`config.mk`:
```
export PLATFORM = sky130hd
export DESIGN_NAME = usb_axi_wr_bridge
export DESIGN_NICKNAME = d
export VERILOG_FILES = /design/src/rtl/usb_axi_pkg.sv /design/src/rtl/usb_wr_fifo.sv /design/src/rtl/usb_axi_wr_bridge.sv
export SDC_FILE = /design/constraint.sdc
export NUM_CORES = 1
export LEC_CHECK = 0
export ABC_CLOCK_PERIOD_IN_PS = 5300
export BUFFER_PORTS_ARGS = -buffer_cell sky130_fd_sc_hd__buf_2
export CAP_MARGIN = 25
export CORE_ASPECT_RATIO = 0.75
export CORE_MARGIN = 2
export CORE_UTILIZATION = 59
export DETAILED_ROUTE_END_ITERATION = 8
export MAX_ROUTING_LAYER = met4
export PLACE_DENSITY = 0.84
export SLEW_MARGIN = 15
export SYNTH_ARGS = -nofsm -noshare
export SYNTH_HDL_FRONTEND = slang
export SYNTH_SLANG_ARGS = --single-unit
```
`constraint.sdc`:
```
create_clock -name axi_clk -period 5.3 [get_ports axi_clk]
set_clock_uncertainty 0.2 [all_clocks]
set_input_delay 1.06 -clock axi_clk [delete_from_list [all_inputs] [get_ports axi_clk]]
set_output_delay 1.06 -clock axi_clk [all_outputs]
set_load 0.01 [all_outputs]
```
`src/rtl/usb_axi_pkg.sv`:
```
// usb_axi_pkg: FSM states and AXI4 encodings shared by the USB-to-AXI write bridge
package usb_axi_pkg;
  typedef enum logic [1:0] {IDLE, SEND, WAIT_B} state_t;
  localparam logic [2:0] AXI_SIZE_8B = 3'b011;
  localparam logic [1:0] AXI_BURST_INCR = 2'b01;
  localparam logic [1:0] AXI_RESP_OKAY = 2'b00;
endpackage

```
`src/rtl/usb_wr_fifo.sv`:
```
// usb_wr_fifo: power-of-two FIFO with head and next-to-head read ports
module usb_wr_fifo #(
  parameter int DEPTH = 4,
  parameter int W = 8
) (
  input  logic                     clk,
  input  logic                     rst,
  input  logic                     push,
  input  logic                     pop,
  input  logic [W-1:0]             din,
  output logic [W-1:0]             dout,
  output logic [W-1:0]             dout_nxt,
  output logic                     full,
  output logic                     empty,
  output logic [$clog2(DEPTH):0]   level
);
  localparam int AW = $clog2(DEPTH);
  logic [W-1:0] mem [DEPTH];
  logic [AW-1:0] wr_ptr, rd_ptr;
  assign dout = mem[rd_ptr];
  assign dout_nxt = mem[rd_ptr + AW'(1)];
  assign full = level == (AW+1)'(DEPTH);
  assign empty = level == '0;
  always_ff @(posedge clk or posedge rst)
    if (rst) begin
      wr_ptr <= '0;
      rd_ptr <= '0;
      level <= '0;
    end else begin
      if (push) wr_ptr <= wr_ptr + AW'(1);
      if (pop) rd_ptr <= rd_ptr + AW'(1);
      level <= level + (AW+1)'(push) - (AW+1)'(pop);
    end
  always_ff @(posedge clk)
    if (push) mem[wr_ptr] <= din;
endmodule

```
`src/rtl/usb_axi_wr_bridge.sv`:
```
// usb_axi_wr_bridge: buffers USB write requests and issues them as single-beat AXI4 writes,
// one outstanding at a time.
module usb_axi_wr_bridge
  import usb_axi_pkg::*;
#(
  parameter int FIFO_DEPTH = 4,
  parameter int ADDR_W = 32,
  parameter int DATA_W = 64
) (
  input  logic                          axi_clk,
  input  logic                          rst,
  input  logic                          bmem_wr_en,
  input  logic [ADDR_W-1:0]             bmem_wr_addr,
  input  logic [DATA_W-1:0]             bmem_wr_data,
  output logic                          bmem_resp,
  output logic [ADDR_W-1:0]             m_axi_awaddr,
  output logic [7:0]                    m_axi_awlen,
  output logic [2:0]                    m_axi_awsize,
  output logic [1:0]                    m_axi_awburst,
  output logic                          m_axi_awvalid,
  input  logic                          m_axi_awready,
  output logic [DATA_W-1:0]             m_axi_wdata,
  output logic [DATA_W/8-1:0]           m_axi_wstrb,
  output logic                          m_axi_wlast,
  output logic                          m_axi_wvalid,
  input  logic                          m_axi_wready,
  input  logic [1:0]                    m_axi_bresp,
  input  logic                          m_axi_bvalid,
  output logic                          m_axi_bready,
  output logic                          wr_err_o,
  output logic [$clog2(FIFO_DEPTH):0]   fifo_level_o
);
  localparam int LW = $clog2(FIFO_DEPTH) + 1;
  localparam int EW = ADDR_W + DATA_W;
  state_t state, state_nxt;
  logic accept, pop, full, empty, load, more;
  logic [EW-1:0] push_din, head, head_nxt, src;
  assign accept = bmem_wr_en & ~full & ~bmem_resp;
  assign push_din = {bmem_wr_addr & ~ADDR_W'(7), bmem_wr_data};
  assign pop = (state == WAIT_B) & m_axi_bvalid;
  assign m_axi_bready = state == WAIT_B;
  assign more = fifo_level_o > LW'(1);
  assign m_axi_awlen = '0;
  assign m_axi_awsize = AXI_SIZE_8B;
  assign m_axi_awburst = AXI_BURST_INCR;
  assign m_axi_wstrb = '1;
  assign m_axi_wlast = 1'b1;
  usb_wr_fifo #(.DEPTH(FIFO_DEPTH), .W(EW)) u_fifo (
    .clk(axi_clk),
    .rst(rst),
    .push(accept),
    .pop(pop),
    .din(push_din),
    .dout(head),
    .dout_nxt(head_nxt),
    .full(full),
    .empty(empty),
    .level(fifo_level_o)
  );
  always_comb begin
    state_nxt = state;
    case (state)
      IDLE:    state_nxt = empty ? IDLE : SEND;
      SEND:    state_nxt = ((~m_axi_awvalid | m_axi_awready) & (~m_axi_wvalid | m_axi_wready)) ? WAIT_B : SEND;
      WAIT_B:  state_nxt = ~m_axi_bvalid ? WAIT_B : (more | accept) ? SEND : IDLE;
      default: state_nxt = IDLE;
    endcase
  end
  // Going straight from WAIT_B to SEND the new head is the entry behind the one being popped,
  // or the request being pushed this very cycle when nothing else is buffered.
  assign load = (state_nxt == SEND) & (state != SEND);
  assign src = (state == WAIT_B) ? (more ? head_nxt : push_din) : head;
  always_ff @(posedge axi_clk or posedge rst)
    if (rst) begin
      state <= IDLE;
      bmem_resp <= 1'b0;
      m_axi_awvalid <= 1'b0;
      m_axi_wvalid <= 1'b0;
      m_axi_awaddr <= '0;
      m_axi_wdata <= '0;
      wr_err_o <= 1'b0;
    end else begin
      state <= state_nxt;
      bmem_resp <= accept;
      m_axi_awvalid <= load | (m_axi_awvalid & ~m_axi_awready);
      m_axi_wvalid <= load | (m_axi_wvalid & ~m_axi_wready);
      if (load) {m_axi_awaddr, m_axi_wdata} <= src;
      if (pop && m_axi_bresp != AXI_RESP_OKAY) wr_err_o <= 1'b1;
    end
endmodule

```
# Word-level counts from Yosys, hierarchy flattened
# Memory sizes are Yosys's and may differ from the RTL's.
# Cells that the tools add are included.
word_totals:
  ram_bits: 372
  elab_cells: 52
  mem_count: 1
  regBits: 109
mem_list:
  columns: ["name", "depth", "word_bits", "rd", "rd_clocked_by_memory_dff", "wr", "line", "rtl"]
  rows:
  - ["u_fifo.mem", 4, 93, 2, 0, 1, "usb_wr_fifo.sv:18", "logic [W-1:0] mem [DEPTH];"]
op_classes:
  bitwise: 18
  n_mux: 9
  n_lt_le_gt_ge: 1
  add_sub_neg: 4
  n_eq_ne: 5
  reduce_logical: 4
ops:
  columns: ["op", "n"]
  rows:
  - ["two-way mux 96 bit", 2]
  - ["AND 1 bit", 7]
  - ["NOT 1 bit", 6]
  - ["case mux 2 bit (3 select lines)", 1]
  - ["bitwise OR 1 bit", 5]
  - ["adder 2 x 1 -> 2 bit, second input constant", 2]
  - ["equality test 2 x 1 -> 1 bit, second input constant", 2]
  - ["two-way mux 1 bit", 4]
  - ["two-way mux 2 bit", 2]
  - ["adder 3 x 1 -> 3 bit", 1]
  - ["equality test 3 bit, second input constant", 1]
  - ["greater-than comparator 3 x 1 -> 1 bit, second input constant", 1]
  - ["zero test 3 bit", 1]
  - ["subtractor 3 x 1 -> 3 bit", 1]
  - ["equality test 2 bit, second input constant", 1]
  - ["zero test 2 bit", 1]
  - ["!= test 2 x 1 -> 1 bit, second input constant", 1]
  - ["nonzero test 2 bit", 1]
  - ["logical AND 1 bit", 1]

# Logic depth before layout (Yosys ltp)
depth:
  depth_word: 11
  depth_mapped: 11
  ltp_nobuf: 10

# By module
# From an unflattened synthesis, not the netlist that was laid out.
hier_totals:
  cells_unflattened: 1224
  hier_area_um2: 22562.9
by_module_without_submodules:
  columns: ["mod", "area_per_inst_um2", "cells_each", "n_inst"]
  rows:
  - ["usb_wr_fifo", 16631.0, 655, 1]
  - ["usb_axi_wr_bridge", 5931.9, 569, 1]

# Worst setup path after synthesis
# Ideal clock, no wire load.
synth_timing:
  path_kind: "input to register"
  from: "input port bmem_wr_en"
  to: "memory u_fifo.mem[0][0] (netlist name) (enable)"
  setup_slack_ns: 0.953
  stages: 3
  t_arrival_ns: 3.685
  n_path_buf: 0
  setup_time_ns: 0.462
  required_ns: 4.638
  cell_sequence: "nand2b_1 > nor2_1 > and2_1"
synth_between:
  elab_chain_cells: 4
synth_lines:
  columns: ["element", "line", "rtl"]
  rows:
  - ["start, declared", "usb_axi_wr_bridge.sv:12", "input logic bmem_wr_en,"]
  - ["AND 1 bit (2 in a row)", "usb_axi_wr_bridge.sv:38", "assign accept = bmem_wr_en & ~full & ~bmem_resp;"]
  - ["net accept", "usb_axi_wr_bridge.sv:36", "logic accept, pop, full, empty, load, more;"]
  - ["two-way mux 1 bit", "usb_wr_fifo.sv:35", "if (push) mem[wr_ptr] <= din;"]
  - ["two-way mux 1 bit (not written as such)", "usb_wr_fifo.sv:35", null]
  - ["end, declared", "usb_wr_fifo.sv:18", null]
# The timed path passes the listed nets, and every way through them passes these cells.

# Worst setup path after layout
layout_timing:
  from: "register state[0]"
  to: "output port m_axi_bready"
layout_between:
  elab_chain_cells: 1
layout_lines:
  columns: ["element", "line", "rtl"]
  rows:
  - ["start, declared", "usb_axi_wr_bridge.sv:35", "state_t state, state_nxt;"]
  - ["start signal, assigned", "usb_axi_wr_bridge.sv:83", "state <= state_nxt;"]
  - ["equality test 2 bit", "usb_axi_wr_bridge.sv:41", "assign m_axi_bready = state == WAIT_B;"]
  - ["end, declared", "usb_axi_wr_bridge.sv:29", "output logic m_axi_bready,"]
# Every way passes these cells.

==> reports/summary.log <==
qor: timing.finalHoldViolCount 0
qor: clock_network.cts_root_buffer sky130_fd_sc_hd__clkbuf_16
qor: timing.final-max-slew-violation-count 0
qor: placed_design.finalWeightedCongestion 0.7634
qor: synth.register_bit_total_from_synthesis 478
qor: worst_setup_path.setup.worst_path.class reg -> out
qor: clock_network.cts_tree done
qor: power_and_ir_drop.cellPowerDensity 616.6 nW/um^2
qor: power_and_ir_drop.clock_power_share 23.2%
qor: final_layout.drive_gt1_share 30.71%
qor: synth.syn_area 21880 sq um
qor: hold_path.hold_path.class reg -> reg
qor: placed_design.place_hpwl 27.70 mm
qor: routing.iteration_0_drc_count_of_the_detailed_router 1252
qor: routing.vias 14210
qor: die.core-area 36790 sq um
qor: clock_network.numCtsBuffers 47
qor: clock_network.hold_buffers 0
qor: clock_network.postCtsSetupBuffers 0
qor: global_routing.grt_first_pass_wirelength 78.40 mm
qor: worst_setup_path.critPathArrivalTime 2130 ps
qor: timing.worstMarginPinSlew 1037 ps
qor: power_and_ir_drop.vdd.ir_drop.worst 758.3 uV
qor: timing.timing.max_slew.rel_slack 30.87%
qor: placed_design.place_inst 2221
qor: status.status complete, no violations
qor: timing.rsz0062_at_grt false
qor: power_and_ir_drop.sw_frac_of_total 37.43%
qor: synth.synth_flop_cell sky130_fd_sc_hd__edfxtp_1
qor: power_and_ir_drop.p_leak 9.255 nW
qor: power_and_ir_drop.intPower 9.543 mW
qor: synth.seq_area_frac_synth 63.18%
qor: global_routing.track_usage 26.98%
qor: clock_network.worst_setup_hold_path_clk_slew 60 ps
qor: global_routing.overflow_left_after_global_routing 0
qor: worst_setup_path.worst_ep_required_time 4040 ps
qor: synth.post_synth_inst_count 1619
qor: global_routing.grt_start_max_net_pins 189
qor: timing.maxClockFrequency 0.2950 GHz
qor: routing.drt-vias-per-instance 6.134
qor: clock_network.clock_insertion_delay_worst_skew 570 ps
qor: synth.syn-mean-instance-area 13.51 sq um
qor: routing.wl_per_cell 22.09 um
qor: routing.drt-pass1-iter-count 7
qor: clock_network.cts-root-to-sink-buffers 3
qor: global_routing.grt_pass1_vias 14430
qor: final_layout.areaGrowthSynthToFinish 13.07%
qor: placed_design.dp_slack 1790 ps
qor: final_layout.final_common_cell sky130_fd_sc_hd__edfxtp_1
qor: die.rows 61
qor: die.dieArea 38650 sq um
qor: die.chipWidth 226.4 um
qor: synth.yosysWarningCount 0
qor: final_layout.post_layout_nonfiller_instances 2317
qor: die.start_util 59.47%
qor: worst_setup_path.start_kind register
qor: die.chipHeight 170.8 um
qor: power_and_ir_drop.power.net_switching 5.710 mW
qor: timing.setup_total_negative_slack 0 ps
qor: clock_network.cts-htree-levels 2
qor: routing.ant_nets 0
qor: synth.number_of_distinct_library_cell_variants_in_the_gate_level_netlist_after_synthesis 34
qor: clock_network.post_cts_gate_resize_count 0
qor: final_layout.nets 1879
qor: worst_setup_path.setup.worst_path.end_class output pin
qor: placed_design.portBuffers 201
qor: timing.period_share 63.95%
qor: power_and_ir_drop.seq_pwr_share 36.1%
qor: final_layout.mostFrequentLayoutCells sky130_fd_sc_hd__edfxtp_1 (372), sky130_fd_sc_hd__buf_2 (201), sky130_fd_sc_hd__nor2_1 (187)
qor: timing.post-route-min-period 3389 ps
qor: power_and_ir_drop.post-layout-total-power 15.25 mW
qor: worst_setup_path.crit_fanout 54
qor: synth.synth_async_sr_flop_share 22.18%
qor: die.boundaryPins 230
qor: timing.final-setup-viol-count 0
qor: routing.wirelength 51.18 mm
qor: power_and_ir_drop.pwr-share-comb 40.7%
qor: run.drv.max_cap_violation_count 0
qor: routing.dr_drc_count 0
qor: clock_network.cts_num_sinks 478
qor: global_routing.antenna_found_initial 7
qor: timing.worst_slack 1911 ps
qor: synth.synth_enable_flop_cells 372
==> through the flow <==
stage                     cell area (sq um)  hold WS [ps]  utilization (%)
after floorplan                       21960         273.4                -
after global placement                23070         252.1            62.72
after detailed placement              23070         256.4            62.72
after CTS                             24720         271.0            67.19
after global routing                  24730         293.0            67.23
final                                 24740         269.0            67.25
==> layout make-up <==
type / count / area, sq um
antenna: 9 / 22.52
clock buffer: 60 / 1328
clock inverter: 27 / 316.6
fill: 2566 / 12050
inverter: 11 / 43.79
multi-input combinational: 1004 / 7326
sequential: 478 / 13830
tap: 504 / 630.6
timing repair buffer: 224 / 1241
==> routing by layer <==
layer / vias to the layer above / global-route usage, % / wire, um
met1: 7180 / 34.77 / 21410
met3: 77 / 4.671 / 3701
met2: 548 / 44.53 / 25230
met4: 0 / 7.580 / 830
li1: 6407 / - / -
met5: - / - / 0
==> path summary, 6_finish.rpt <==
check | start | endpoint | slack (ps) | cells after the start
max in group asynchronous | rst | u_fifo.rd_ptr[1] | 3420 | 3
max reg2reg | state[0] | m_axi_wdata[63] | 1990 | 6
max | state[0] | m_axi_bready | 1910 | 3
min | m_axi_wdata[55] | m_axi_wdata[55] | 270 | 2
min reg2reg | m_axi_wdata[55] | m_axi_wdata[55] | 270 | 2
min in group asynchronous | rst | m_axi_awaddr[27] | 470 | 2
==> registers in the layout, indices dropped and copies added (netlist names) <==
signal,cells
wr_err_o,1
bmem_resp,1
m_axi_wvalid,1
m_axi_awaddr,29
u_fifo.rd_ptr,2
u_fifo.level,3
u_fifo.mem,372
state,2
u_fifo.wr_ptr,2
m_axi_wdata,64
m_axi_awvalid,1
==> power by group through the flow <==
stage          Sequential (mW)  Clock (mW)  Combinational [mW]
5_1_grt                   5.59        3.73                6.70
3_5_place_dp              5.57           0                6.16
4_1_cts                   5.50        3.57                6.21
6_report                  5.51        3.53                6.21
3_3_place_gp              5.52           0                5.97
2_1_floorplan             5.58           0                4.53
==> synth_stat cells, types with 2 or more instances <==
cell type | number | share of area, %
sky130_fd_sc_hd__o22ai_1 | 94 | 2.7
sky130_fd_sc_hd__ha_1 | 8 | 0.46
sky130_fd_sc_hd__mux2i_1 | 95 | 4.3
sky130_fd_sc_hd__and2_1 | 4 | 0.11
sky130_fd_sc_hd__a21oi_1 | 92 | 2.1
sky130_fd_sc_hd__o41ai_1 | 38 | 1.5
sky130_fd_sc_hd__edfxtp_1 | 372 | 51
sky130_fd_sc_hd__o41ai_2 | 55 | 4.1
sky130_fd_sc_hd__buf_4 | 36 | 1.2
sky130_fd_sc_hd__mux2_2 | 184 | 9.5
sky130_fd_sc_hd__buf_6 | 10 | 0.51
sky130_fd_sc_hd__o21bai_1 | 2 | 0.069
sky130_fd_sc_hd__xnor2_1 | 3 | 0.12
sky130_fd_sc_hd__nor2_1 | 188 | 3.2
sky130_fd_sc_hd__buf_1 | 5 | 0.086
sky130_fd_sc_hd__dfrtp_1 | 106 | 12
sky130_fd_sc_hd__nand2_1 | 103 | 1.8
sky130_fd_sc_hd__conb_1 | 2 | 0.034
sky130_fd_sc_hd__nor3_1 | 96 | 2.2
sky130_fd_sc_hd__inv_1 | 11 | 0.19
sky130_fd_sc_hd__buf_2 | 51 | 1.2
sky130_fd_sc_hd__nand2b_1 | 6 | 0.17
sky130_fd_sc_hd__clkbuf_1 | 47 | 0.81
==> cells by family after synthesis <==
kind of cell	Yosys count	share of synthesized area, %
compound gates	287	10.67
xor+xnor	4	0.1602
fa+ha+maj	9	0.5490
buf+inv	160	3.997
flops	478	63.18
mux	279	13.82
other cells	2	0.03433
simple gates	400	7.589
==> worst max-delay path, stage by stage, from the launching register on <==
cell	delay [ps]
sky130_fd_sc_hd__dfrtp_1	420
sky130_fd_sc_hd__nand2b_4	700
sky130_fd_sc_hd__inv_1	230
sky130_fd_sc_hd__buf_2	210
Note: power is estimated with default switching activity, not from simulation.
